`src/rtl/seg_bus_pkg.sv`:
```
// Shared definitions for the 2-wire 7-segment display bus (driver and responder).
// Command codes, command-byte bit positions, responder states and segment codes.
package seg_bus_pkg;

    localparam logic [1:0] CMD_DATA = 2'b01;
    localparam logic [1:0] CMD_DISP = 2'b10;
    localparam logic [1:0] CMD_ADDR = 2'b11;

    localparam int FIXED_ADDR_BIT = 2;
    localparam int DISP_ON_BIT    = 3;

    typedef enum logic [1:0] {
        IDLE      = 2'd0,
        RX_BITS   = 2'd1,
        ACK       = 2'd2,
        WAIT_STOP = 2'd3
    } rsp_state_t;

    localparam logic [7:0] SEG_0 = 8'h3F;
    localparam logic [7:0] SEG_1 = 8'h06;
    localparam logic [7:0] SEG_2 = 8'h5B;
    localparam logic [7:0] SEG_3 = 8'h4F;
    localparam logic [7:0] SEG_4 = 8'h66;
    localparam logic [7:0] SEG_5 = 8'h6D;
    localparam logic [7:0] SEG_6 = 8'h7D;
    localparam logic [7:0] SEG_7 = 8'h07;
    localparam logic [7:0] SEG_8 = 8'h7F;
    localparam logic [7:0] SEG_9 = 8'h6F;

endpackage

```
`src/rtl/seg_bus_sync.sv`:
```
// Synchronizes the bus lines into clk_i and detects SCL edges and START/STOP.
// An SCL edge takes priority; a coincident SDA edge is re-evaluated next cycle.
module seg_bus_sync #(
    parameter int SYNC_STAGES = 2
) (
    input  logic clk_i,
    input  logic por_i,
    input  logic sync_reset_i,
    input  logic scl_i,
    input  logic sda_i,
    output logic scl_rise,
    output logic scl_fall,
    output logic start_det,
    output logic stop_det,
    output logic sda_s
);

    logic [SYNC_STAGES-1:0] scl_ff, sda_ff;
    logic scl_q, sda_q, scl_s, scl_edge;

    // Chains reset to the idle-high bus level so reset itself creates no edges.
    always_ff @(posedge clk_i or posedge por_i) begin
        if (por_i) begin
            scl_ff <= '1;
            sda_ff <= '1;
            scl_q  <= 1'b1;
            sda_q  <= 1'b1;
        end else if (sync_reset_i) begin
            scl_ff <= '1;
            sda_ff <= '1;
            scl_q  <= 1'b1;
            sda_q  <= 1'b1;
        end else begin
            scl_ff <= {scl_ff[SYNC_STAGES-2:0], scl_i};
            sda_ff <= {sda_ff[SYNC_STAGES-2:0], sda_i};
            scl_q  <= scl_s;
            if (!scl_edge) sda_q <= sda_s;
        end
    end

    assign scl_s     = scl_ff[SYNC_STAGES-1];
    assign sda_s     = sda_ff[SYNC_STAGES-1];
    assign scl_edge  = scl_s ^ scl_q;
    assign scl_rise  = scl_s & ~scl_q;
    assign scl_fall  = ~scl_s & scl_q;
    assign start_det = ~scl_edge & scl_s & sda_q & ~sda_s;
    assign stop_det  = ~scl_edge & scl_s & ~sda_q & sda_s;

endmodule

```
`src/rtl/seg_bus_responder.sv`:
```
// Display-side responder of the 2-wire segment bus: decodes command/address/data
// bytes, ACKs them, and commits digit and display-control registers at STOP.
module seg_bus_responder
    import seg_bus_pkg::*;
#(
    parameter int NUM_DIGITS  = 4,
    parameter int SYNC_STAGES = 2
) (
    input  logic                       clk_i,
    input  logic                       por_i,
    input  logic                       sync_reset_i,
    input  logic                       scl_i,
    input  logic                       sda_i,
    output logic                       sda_oe_o,
    output logic [NUM_DIGITS-1:0][7:0] digits_o,
    output logic                       disp_on_o,
    output logic [2:0]                 brightness_o,
    output logic                       frame_done_o,
    output logic                       cmd_err_o
);

    typedef struct packed {
        rsp_state_t                 state;
        logic [3:0]                 bit_cnt;
        logic [7:0]                 shift;
        logic                       first_byte;
        logic                       auto_inc;
        logic                       addr_frame;
        logic                       had_byte;
        logic                       ctrl_pend;
        logic                       pend_on;
        logic [2:0]                 pend_bri;
        logic [2:0]                 addr;
        logic [NUM_DIGITS-1:0][7:0] shadow;
        logic [NUM_DIGITS-1:0][7:0] digits;
        logic                       disp_on;
        logic [2:0]                 bri;
        logic                       frame_done;
        logic                       cmd_err;
        logic                       sda_oe;
    } regs_t;

    localparam regs_t R_RST = '{state: IDLE, first_byte: 1'b1, auto_inc: 1'b1, default: '0};

    regs_t r, r_nxt;
    logic  scl_rise, scl_fall, start_det, stop_det, sda_s;

    seg_bus_sync #(.SYNC_STAGES(SYNC_STAGES)) u_sync (
        .clk_i        (clk_i),
        .por_i        (por_i),
        .sync_reset_i (sync_reset_i),
        .scl_i        (scl_i),
        .sda_i        (sda_i),
        .scl_rise     (scl_rise),
        .scl_fall     (scl_fall),
        .start_det    (start_det),
        .stop_det     (stop_det),
        .sda_s        (sda_s)
    );

    always_ff @(posedge clk_i or posedge por_i) begin
        if (por_i)             r <= R_RST;
        else if (sync_reset_i) r <= R_RST;
        else                   r <= r_nxt;
    end

    always_comb begin
        r_nxt            = r;
        r_nxt.frame_done = 1'b0;
        if (start_det) begin
            // Repeated START keeps shadow and pending control for the next STOP.
            r_nxt.state      = RX_BITS;
            r_nxt.sda_oe     = 1'b0;
            r_nxt.bit_cnt    = '0;
            r_nxt.first_byte = 1'b1;
        end else if (stop_det) begin
            r_nxt.state  = IDLE;
            r_nxt.sda_oe = 1'b0;
            if (r.had_byte) begin
                r_nxt.digits     = r.shadow;
                r_nxt.frame_done = 1'b1;
                if (r.ctrl_pend) begin
                    r_nxt.disp_on = r.pend_on;
                    r_nxt.bri     = r.pend_bri;
                end
            end
            r_nxt.had_byte   = 1'b0;
            r_nxt.ctrl_pend  = 1'b0;
            r_nxt.addr_frame = 1'b0;
        end else begin
            case (r.state)
                RX_BITS: begin
                    if (scl_rise && !r.bit_cnt[3]) begin
                        r_nxt.shift[r.bit_cnt[2:0]] = sda_s;
                        r_nxt.bit_cnt               = r.bit_cnt + 4'd1;
                    end
                    // ACK drive starts only after the 8th fall, so SDA never moves with SCL high.
                    if (scl_fall && r.bit_cnt == 4'd8) begin
                        r_nxt.state  = ACK;
                        r_nxt.sda_oe = 1'b1;
                    end
                end
                ACK: begin
                    if (scl_fall) begin
                        r_nxt.state      = RX_BITS;
                        r_nxt.sda_oe     = 1'b0;
                        r_nxt.bit_cnt    = '0;
                        r_nxt.first_byte = 1'b0;
                        r_nxt.had_byte   = 1'b1;
                        if (r.first_byte) begin
                            r_nxt.addr_frame = 1'b0;
                            case (r.shift[7:6])
                                CMD_DATA: begin
                                    r_nxt.auto_inc = ~r.shift[FIXED_ADDR_BIT];
                                    r_nxt.state    = WAIT_STOP;
                                end
                                CMD_ADDR: begin
                                    r_nxt.addr       = r.shift[2:0];
                                    r_nxt.addr_frame = 1'b1;
                                end
                                CMD_DISP: begin
                                    r_nxt.ctrl_pend = 1'b1;
                                    r_nxt.pend_on   = r.shift[DISP_ON_BIT];
                                    r_nxt.pend_bri  = r.shift[2:0];
                                end
                                default: begin
                                    r_nxt.cmd_err = 1'b1;
                                    r_nxt.state   = WAIT_STOP;
                                end
                            endcase
                        end else if (r.addr_frame) begin
                            for (int i = 0; i < NUM_DIGITS; i++)
                                if (int'(r.addr) == i) r_nxt.shadow[i] = r.shift;
                            if (r.auto_inc && r.addr != 3'd7) r_nxt.addr = r.addr + 3'd1;
                        end
                    end
                end
                default: ;
            endcase
        end
    end

    assign sda_oe_o     = r.sda_oe;
    assign digits_o     = r.digits;
    assign disp_on_o    = r.disp_on;
    assign brightness_o = r.bri;
    assign frame_done_o = r.frame_done;
    assign cmd_err_o    = r.cmd_err;

endmodule
```
`config.mk`:
```
export PLATFORM = sky130hd
export DESIGN_NAME = seg_bus_responder
export DESIGN_NICKNAME = d
export VERILOG_FILES = /design/src/rtl/seg_bus_pkg.sv /design/src/rtl/seg_bus_sync.sv /design/src/rtl/seg_bus_responder.sv
export SDC_FILE = /design/constraint.sdc
export NUM_CORES = 1
export LEC_CHECK = 0
export CORE_AREA = 2 2 131 69
export CTS_BUF_LIST = sky130_fd_sc_hd__clkbuf_8
export DETAILED_ROUTE_END_ITERATION = 10
export DIE_AREA = 0 0 133 71
export MAX_ROUTING_LAYER = met4
export PLACE_DENSITY = 0.79
export SETUP_SLACK_MARGIN = 0.05
export SYNTH_ARGS = -nofsm -noshare
export SYNTH_HDL_FRONTEND = slang
export SYNTH_HIERARCHICAL = 1
export SYNTH_SLANG_ARGS = --single-unit
export TNS_END_PERCENT = 1
```
`constraint.sdc`:
```
create_clock -name clk_i -period 3.7 [get_ports clk_i]
set_clock_uncertainty 0.15 [all_clocks]
set_input_delay 0.555 -clock clk_i [delete_from_list [all_inputs] [get_ports clk_i]]
set_output_delay 0.555 -clock clk_i [all_outputs]
set_load 0.005 [all_outputs]
```
==> out/results.ini, run 1 <==
[sta]
hold_ws_ns = 0.358
finalSetupViolations = 0
fin_crit_ns = 2.72
worst_pin_slew_ns = 1.07
slew_headroom_pct = 28.1
setup_tns_ns = 0
slew_viol_final = 0
max_freq_mhz = 368
setup_ws_ns = 0.984
rsz0062_at_grt = no
min_period_over_period_pct = 73.4
hold_viol_final = 0

[clock_tree]
cts_buffers = 9
cts_tree = built
cts.sinks = 103
clk_path_buf_depth = 2
clk_latency_ns = 0.37
holdBufCountCts = 0
postCtsSetupBuffers = 0
cts.clk_slew.worst_paths_ns = 0.10
cts_root_buf = clkbuf_8
cts_resized = 0
htree_levels = 3

[layout]
finalNonFillerCells = 551
drive_gt1_share_pct = 10.8
final_common_cell = dfrtp_1
antenna_cells = 0
ff_latch_area_um2 = 2590
layout_common_cells = 95 x dfrtp_1, 43 x clkdlybuf4s50_1, 37 x mux2i_1
final_core_util_pct = 63.3
fin_area_um2 = 5300
layout.nets = 447
fillers = 663
multi_input_area_um2 = 1830
synthToLayoutAreaGrowth_pct = 8.89

[synth]
synth_compound_area_share_pct = 12.1
synth-async-reset-ratio_pct = 100
synth_cells = 426
synth_enable_flop_cells = 0
synth_cell_types = 43
ys_warn_count = 6
synth_top_family_by_area = simple AND/OR/NAND/NOR gates
yosysSeqAreaShare_pct = 53.2
synthFlopType = dfrtp_1
syn_area_um2 = 4870
ys_seq_elements = 103
yosys.area_share.simple_pct = 13.6
synthMuxAreaShare_pct = 8.53
synth-xor-area-share_pct = 0
syn_avg_cell_area_um2 = 11.4
mappedNetlistNets = 444
yosys.area_share.adder_pct = 3.34

[routing]
vias_per_cell = 5.60
routedWlPerCell_um = 17.6
drt_iter0_drc = 276
ant_nets = 0
wirelength_mm = 9.69
dr.pass1.iters = 5
num_vias = 3088
drc = 0

[die]
ios = 44
design.core.area_um2 = 8380
die_area_um2 = 9440
die-height_um = 71
rows = 24
initial_utilization_pct = 58.1
die_x_um = 133

[grt]
antenna_found_initial = 0
track_usage_pct = 23.0
grt_max_degree = 98
grt_pass1_vias = 3056
grt_pass1_wl_mm = 16.3
gr-total-overflow = 0

[critical_path]
worstSetupEndpointType = flop
startpoint_type = flop
path_max_fanout = 16
crit_required_ns = 3.75
critPathMaxStageDelay_ns = 0.88
slowest_stage = a31oi_1
arrival_ns = 2.77
crit_type = flop to flop
crit_path_cell_trace = ha_1, and3b_2, nor2_2, a31oi_1, o21ai_0

[min_path]
hold_path.class = flop to flop

[run]
drv_cap = 0

[placed_design]
dpl_cell_area_um2 = 5130
port_buffers = 43
dp.cells = 535
dp_slack_ns = 0.824
dp.final_hpwl_mm = 6.77
place.gp.congestion = 0.912

[power]
power_density_nw_per_um2 = 365
vdd_drop_max_mv = 0.211
finalPower_mw = 1.93
power.leakage_nw = 2.54

[status]
status = finished, final reports clean

[routing by layer]
metal | routed length, um | share of wire [%] | global-route usage (%)
met1 | 4890 | 50 | 34.3
met2 | 3950 | 41 | 30.0
met3 | 771 | 8.0 | 7.74
met4 | 78 | 0.80 | 5.73
met5 | 0 | 0 | -
[critical path, delay by kind of cell (launching register included)]
kind	cells	cell delay, ns
compound gates	2	1.14
fa+ha+maj	1	0.18
flops	1	0.57
simple gates	2	0.50
[power by group]
group / internal (mW) / total (mW) / switching, mW
sequential: 1.14 / 1.15 / 0.0147
clock: 0.240 / 0.617 / 0.377
combinational: 0.0555 / 0.163 / 0.107
total: 1.43 / 1.93 / 0.499
[worst paths after layout]
path,start,endpoint,slack (ns),cells after the start
min in group asynchronous,por_i,digits_o[24],0.49,3
min reg2reg,digits_o[2],digits_o[2],0.36,1
max in group asynchronous,por_i,r[81],2.49,3
max reg2reg,u_sync/scl_ff[1],r[67],0.98,5
max,u_sync/scl_ff[1],r[67],0.98,5
min,digits_o[2],digits_o[2],0.36,1
[registers in the layout (all words and copies together) (netlist names)]
name	count
brightness_o	3
cmd_err_o	1
digits_o	32
disp_on_o	1
frame_done_o	1
r	58
sda_oe_o	1
u_sync/scl_ff	2
u_sync/scl_q	1
u_sync/sda_ff	2
u_sync/sda_q	1
[logic make-up (layout without fill, tap and decap cells)]
| kind of cell | Yosys count | count (layout) |
|---|---|---|
| and+or+nand+nor | 121 | 121 |
| AOI/OAI and AO/OA | 73 | 73 |
| buffers and inverters | 75 | 83 |
| muxes | 41 | 41 |
| DFF | 103 | 103 |
| adders and majority gates | 13 | 13 |
[area by class of cell]
type	count	share of cell area (%)
Tap cell	117	2.76
Inverter	18	1.30
Timing Repair Buffer	49	9.44
Sequential cell	103	48.8
Clock inverter	7	0.779
Multi-Input combinational cell	248	34.6
Clock buffer	9	2.34
[cells in the mapped netlist (all sizes together) (8+ instances only)]
library cell,count,area [um^2]
dfrtp,95,2380
buf,48,349
mux2i,37,370
nand2,33,131
a22o,32,280
nand2b,26,163
nor2,21,88.8
inv,18,67.6
o21ai,16,80.1
ha,13,163
clkbuf,9,33.8
nand4,9,56.3
dfstp,8,210
No activity file was read; power rests on OpenSTA's default activity.
==> run 2, diff against run 1 <==
Clock period 3.7 ns to 2.7 ns, I/O delays scaled along.
==> out/results.ini, run 2 (same netlist as run 1, synthesis figures left out) <==
[status]
status = finished, final reports clean

[sta]
hold_viol_final = 0  ; unchanged
min_period_over_period_pct = 87.8  ; +14 points
slew_headroom_pct = 61.7  ; +34 points
slew_viol_final = 0  ; unchanged
worst_pin_slew_ns = 0.567  ; -0.505 ns
finalSetupViolations = 0  ; unchanged
fin_crit_ns = 2.37  ; -0.345 ns
hold_ws_ns = 0.297  ; -0.0604 ns
max_freq_mhz = 422  ; +15%
setup_tns_ns = 0  ; unchanged
rsz0062_at_grt = no

[power]
pwr-share-clk_pct = 38.8  ; +6.9 points
pwr-share-seq_pct = 53.5  ; -6.2 points
vdd_drop_max_mv = 0.355  ; +68%
power_density_nw_per_um2 = 546  ; +50%
power.leakage_nw = 2.59  ; +2.0%
pwr-share-comb_pct = 7.7  ; -0.7 points
p_int_mw = 2.26  ; +57%
switchingPower_uw = 702  ; +41%
swShare_pct = 23.7  ; -2.1 points

[layout]
top_register = r
largest_reg_flops = 58  ; unchanged
fillers = 626  ; -5.6%
multi_input_area_um2 = 1830  ; unchanged
drive_gt1_share_pct = 12.5  ; +1.7 points
layout.nets = 453  ; +1.3%
synthToLayoutAreaGrowth_pct = 11.5
layout_common_cells = 95 x dfrtp_1, 43 x clkdlybuf4s50_1, 37 x mux2i_1
antenna_cells = 0  ; unchanged
ff_latch_area_um2 = 2590  ; unchanged
final_common_cell = dfrtp_1

[grt]
globalRouteMet1Util_pct = 36.0  ; +1.6 points
antenna_found_initial = 0  ; unchanged
track_usage_pct = 23.7  ; +0.63 points
grt_max_degree = 43  ; -56%
met3_usage_pct = 4.87  ; -2.9 points
use_met2_pct = 32.4  ; +2.4 points
gr-total-overflow = 0  ; unchanged
busiest_layer = met1
grt_pass1_vias = 3119  ; +2.1%
grt_pass1_wl_mm = 16.6  ; +2.2%

[die]
ios = 44  ; unchanged
rows = 24  ; unchanged
die_x_um = 133  ; unchanged
initial_utilization_pct = 58.1  ; unchanged
die-height_um = 71  ; unchanged
design.core.area_um2 = 8380  ; unchanged
die_area_um2 = 9440  ; unchanged

[clock_tree]
cts_root_buf = clkbuf_8
clk_path_buf_depth = 2  ; unchanged
clk_latency_ns = 0.38  ; about the same
holdBufCountCts = 0  ; unchanged
htree_levels = 3  ; unchanged
postCtsSetupBuffers = 0  ; unchanged
cts_buffers = 9  ; unchanged
cts_resized = 0  ; unchanged
cts.sinks = 103  ; unchanged
cts.clk_slew.worst_paths_ns = 0.10  ; about the same
cts_tree = built

[critical_path]
worstSetupEndpointType = flop
startpoint = u_sync/scl_ff[1]
path_max_fanout = 32  ; +16
crit_type = flop to flop
worst_r2r_startpoint = u_sync/scl_ff[1]
crit_required_ns = 2.82  ; -0.93 ns
crit_path_cell_trace = ha_1, nand2_1, nor2_1, nand2_1, nor2_1, nor2_2, buf_4, a22o_1
slowest_stage = dfstp_2
startpoint_type = flop
arrival_ns = 2.49  ; -0.28 ns
critPathMaxStageDelay_ns = 0.57  ; -0.31 ns

[routing]
num_vias = 3200  ; +3.6%
ant_nets = 0  ; unchanged
vias_per_cell = 5.75  ; +2.5%
wirelength_mm = 9.96  ; +2.8%
drt_iter0_drc = 220  ; -20%
drc = 0  ; unchanged
routedWlPerCell_um = 17.9  ; +1.7%
dr.pass1.iters = 5  ; unchanged

[placed_design]
port_buffers = 43  ; unchanged
place.gp.congestion = 0.915  ; +0.35%
dp.final_hpwl_mm = 6.98  ; +3.0%

[min_path]
hold_path.class = input pin to async pin

[run]
drv_cap = 0  ; unchanged

[run 2: cell count changes in the layout (fill, tap and decap cells not counted)]
cell	before	now
bufinv_16	0	3
buf_4	4	10
inv_1	19	17
clkinv_2	3	1
clkinvlp_4	2	3
[run 2: final timing paths]
check / cells after the start / to / slack (ns)
setup / recovery: 8 / digits_o[29] / 0.33
hold / removal: 2 / r[66] / 0.30
setup reg to reg: 8 / digits_o[29] / 0.33
hold reg to reg: 1 / digits_o[31] / 0.35
max in group asynchronous: 3 / r[81] / 1.46
min in group clk_i: 1 / digits_o[31] / 0.35
[run 2: worst max-delay path, delay by kind of cell (launching register included)]
family                   cells  cell delay, ns
buffers and inverters        1            0.24
flip-flops                   1            0.57
AO/OA/AOI/OAI                1            0.22
AND/OR/NAND/NOR              5            0.90
adder cells (fa/ha/maj)      1            0.17
[run 2: routing by layer]
metal,vias up,share of wire [%]
li1,1458,-
met4,0,1.1
met2,98,42
met3,12,5.5
met5,-,0
met1,1632,52
[run 2: cell type report]
cell class	count	share of cell area [%]
sequential	103	47.7
clock buffer	9	2.28
inverter	18	1.31
tap	117	2.70
timing repair buffer	55	10.1
clock inverter	7	2.19
multi-input combinational	248	33.8
[run 2: power groups by stage]
stage	clock network [mW]	registers, mW	logic [mW]
floorplan	0	1.60	0.175
global placement	0	1.61	0.220
detailed placement	0	1.61	0.228
CTS	1.17	1.58	0.229
global route	1.23	1.59	0.257
finish	1.15	1.58	0.228
[run 2: stage by stage]
| step | setup slack [ns] | cell area (um^2) | utilization, % | power, mW | cells |
|---|---|---|---|---|---|
| 2_1_floorplan | 0.534 | 4870 | - | 1.78 | 426 |
| 3_3_place_gp | 0.426 | 5180 | 61.9 | 1.83 | 541 |
| 3_5_place_dp | 0.305 | 5180 | 61.9 | 1.84 | 541 |
| 4_1_cts | 0.359 | 5430 | 64.8 | 2.98 | 557 |
| 5_1_grt | 0.174 | 5430 | 64.8 | 3.07 | 557 |
| 6_report | 0.329 | 5430 | 64.8 | 2.96 | 557 |
==> patch: new RTL, config.mk and constraints of run 2 <==
`SYNC_STAGES` is set to 2 in 2 places; all go to 4.
--- a/src/rtl/seg_bus_sync.sv
+++ b/src/rtl/seg_bus_sync.sv
@@ -1,7 +1,7 @@
 // Synchronizes the bus lines into clk_i and detects SCL edges and START/STOP.
 // An SCL edge takes priority; a coincident SDA edge is re-evaluated next cycle.
 module seg_bus_sync #(
-    parameter int SYNC_STAGES = 2
+    parameter int SYNC_STAGES = 4
 ) (
     input  logic clk_i,
     input  logic por_i,
--- a/src/rtl/seg_bus_responder.sv
+++ b/src/rtl/seg_bus_responder.sv
@@ -4,7 +4,7 @@
     import seg_bus_pkg::*;
 #(
     parameter int NUM_DIGITS  = 4,
-    parameter int SYNC_STAGES = 2
+    parameter int SYNC_STAGES = 4
 ) (
     input  logic                       clk_i,
     input  logic                       por_i,
Formal check against the unedited RTL: no difference found for any inputs over 4 cycles, from zero or initial values; that may be too few to reach the edited logic, so the function may still have changed.
==> patch against run 2 <==
  * Worst setup slack worse by 0.13 ns
  * Sequential cell count up 4
  * Routed wire length up 0.84%
  * Maximum frequency down 5.1%
  * Synthesized area up 2.7%
  * Critical endpoint is now disp_on_o
  * Total power down 4.8%
  * Largest cell class unchanged
  * Critical path type unchanged
  * Highest routed layer unchanged
  * Cell area up 1.7%
==> patch: results (changes against run 2) <==
| Metric | Value |
|---|---|
| Initial drt markers | 239 (was 220) |
| Nets | 459 (was 453) |
| GRT Total Usage | 24.0% (was 23.7%) |
| Compound-Gate Fraction of Synth Area | 11.8% (was 12.1%) |
| CP peak stage delay | 0.58 ns |
| Leak | 0.00262 uW (was 0.00259 uW) |
| Synth top area share | 47.6% (was 48.8%) |
| Worst Max-Slew Pin Slew | 0.791 ns (was 0.567 ns) |
| Worst R2R Path Depth | 7 (was 8) |
| Area Growth Syn to Fin | 10.4% (was 11.5%) |
| First-pass GRT wire length | 16700 um (was 16600 um) |
| Placed insts | 547 (was 541) |
| DP HPWL | 6970 um (was 6980 um) |
| Total Power | 2820 uW (was 2960 uW) |
| Sw Ratio | 27.0% (was 23.7%) |
| P_comb | 203 uW (was 228 uW) |
| Dpl ws | 0.128 ns (was 0.305 ns) |
| Pin count of the biggest net entering global routing | 50 (was 43) |
| Period utilisation layout | 92.5% (was 87.8%) |
| Multiplexer area fraction after synthesis | 8.31% (was 8.53%) |
| Fill cell count | 642 (was 626) |
| Outcome | complete, no violations (unchanged) |
| Post-synthesis adder-cell area fraction | 3.25% (was 3.34%) |
| Power Sequential | 1640 uW (was 1580 uW) |
| Setup crit start | u_sync/scl_ff[3] (was u_sync/scl_ff[1]) |
| Final Non-Filler Cells | 563 (was 557) |
| Crit path to | disp_on_o (was digits_o[29]) |
| Worst path slowest cell | dfstp_2 (unchanged) |
| Worst VDD drop | 352 uV (was 355 uV) |
| Area contributors post-synth | dfrtp_1 48%, mux2i_1 7.4%, dfstp_2 6.3%, a22o_1 5.6%, buf_4 5.4% (was dfrtp_1 49%, mux2i_1 7.6%, a22o_1 5.8%, buf_4 5.6%, dfstp_2 4.3%) |
| Routed vias | 3232 (was 3200) |
| Mean Syn Cell Area | 11.5 um2 (was 11.4 um2) |
| GPL Wtd Cong | 0.916 (was 0.915) |
| Share of cells above drive strength 1 | 13.7% (was 12.5%) |
| Worst endpoint data arrival time | 2.62 ns (was 2.49 ns) |
| Hold slack | 0.303 ns (was 0.297 ns) |
| DP Area | 5310 um2 (was 5180 um2) |
| Register area share after synthesis | 53.9% (was 53.2%) |
| Crit Path Max Fanout | 4 (was 32) |
| Hold crit path type | input pin to asynchronous set/reset pin (unchanged) |
| Syn nets | 452 (was 444) |
==> patch: critical path, delay by kind of cell, from the launching register on <==
kind | cells | cell delay [ns]
compound gates | 2 | 0.46
simple gates | 4 | 1.03
fa+ha+maj | 1 | 0.17
flops | 1 | 0.58
==> patch: final cells by class <==
| class | count | share of cell area, % |
|---|---|---|
| Multi-Input combinational cell | 252 | 33.8 |
| Timing Repair Buffer | 53 | 9.85 |
| Clock buffer | 9 | 2.25 |
| Sequential cell | 107 | 48.8 |
| Clock inverter | 7 | 1.38 |
| Tap cell | 117 | 2.65 |
| Inverter | 18 | 1.29 |
==> patch: layer usage <==
| metal | up-vias | track usage, % | share of wire, % |
|---|---|---|---|
| met5 | - | - | 0 |
| met4 | 0 | 5.50 | 0.80 |
| met3 | 8 | 6.81 | 7.6 |
| met2 | 118 | 32.5 | 41 |
| met1 | 1621 | 35.8 | 51 |
| li1 | 1485 | - | - |
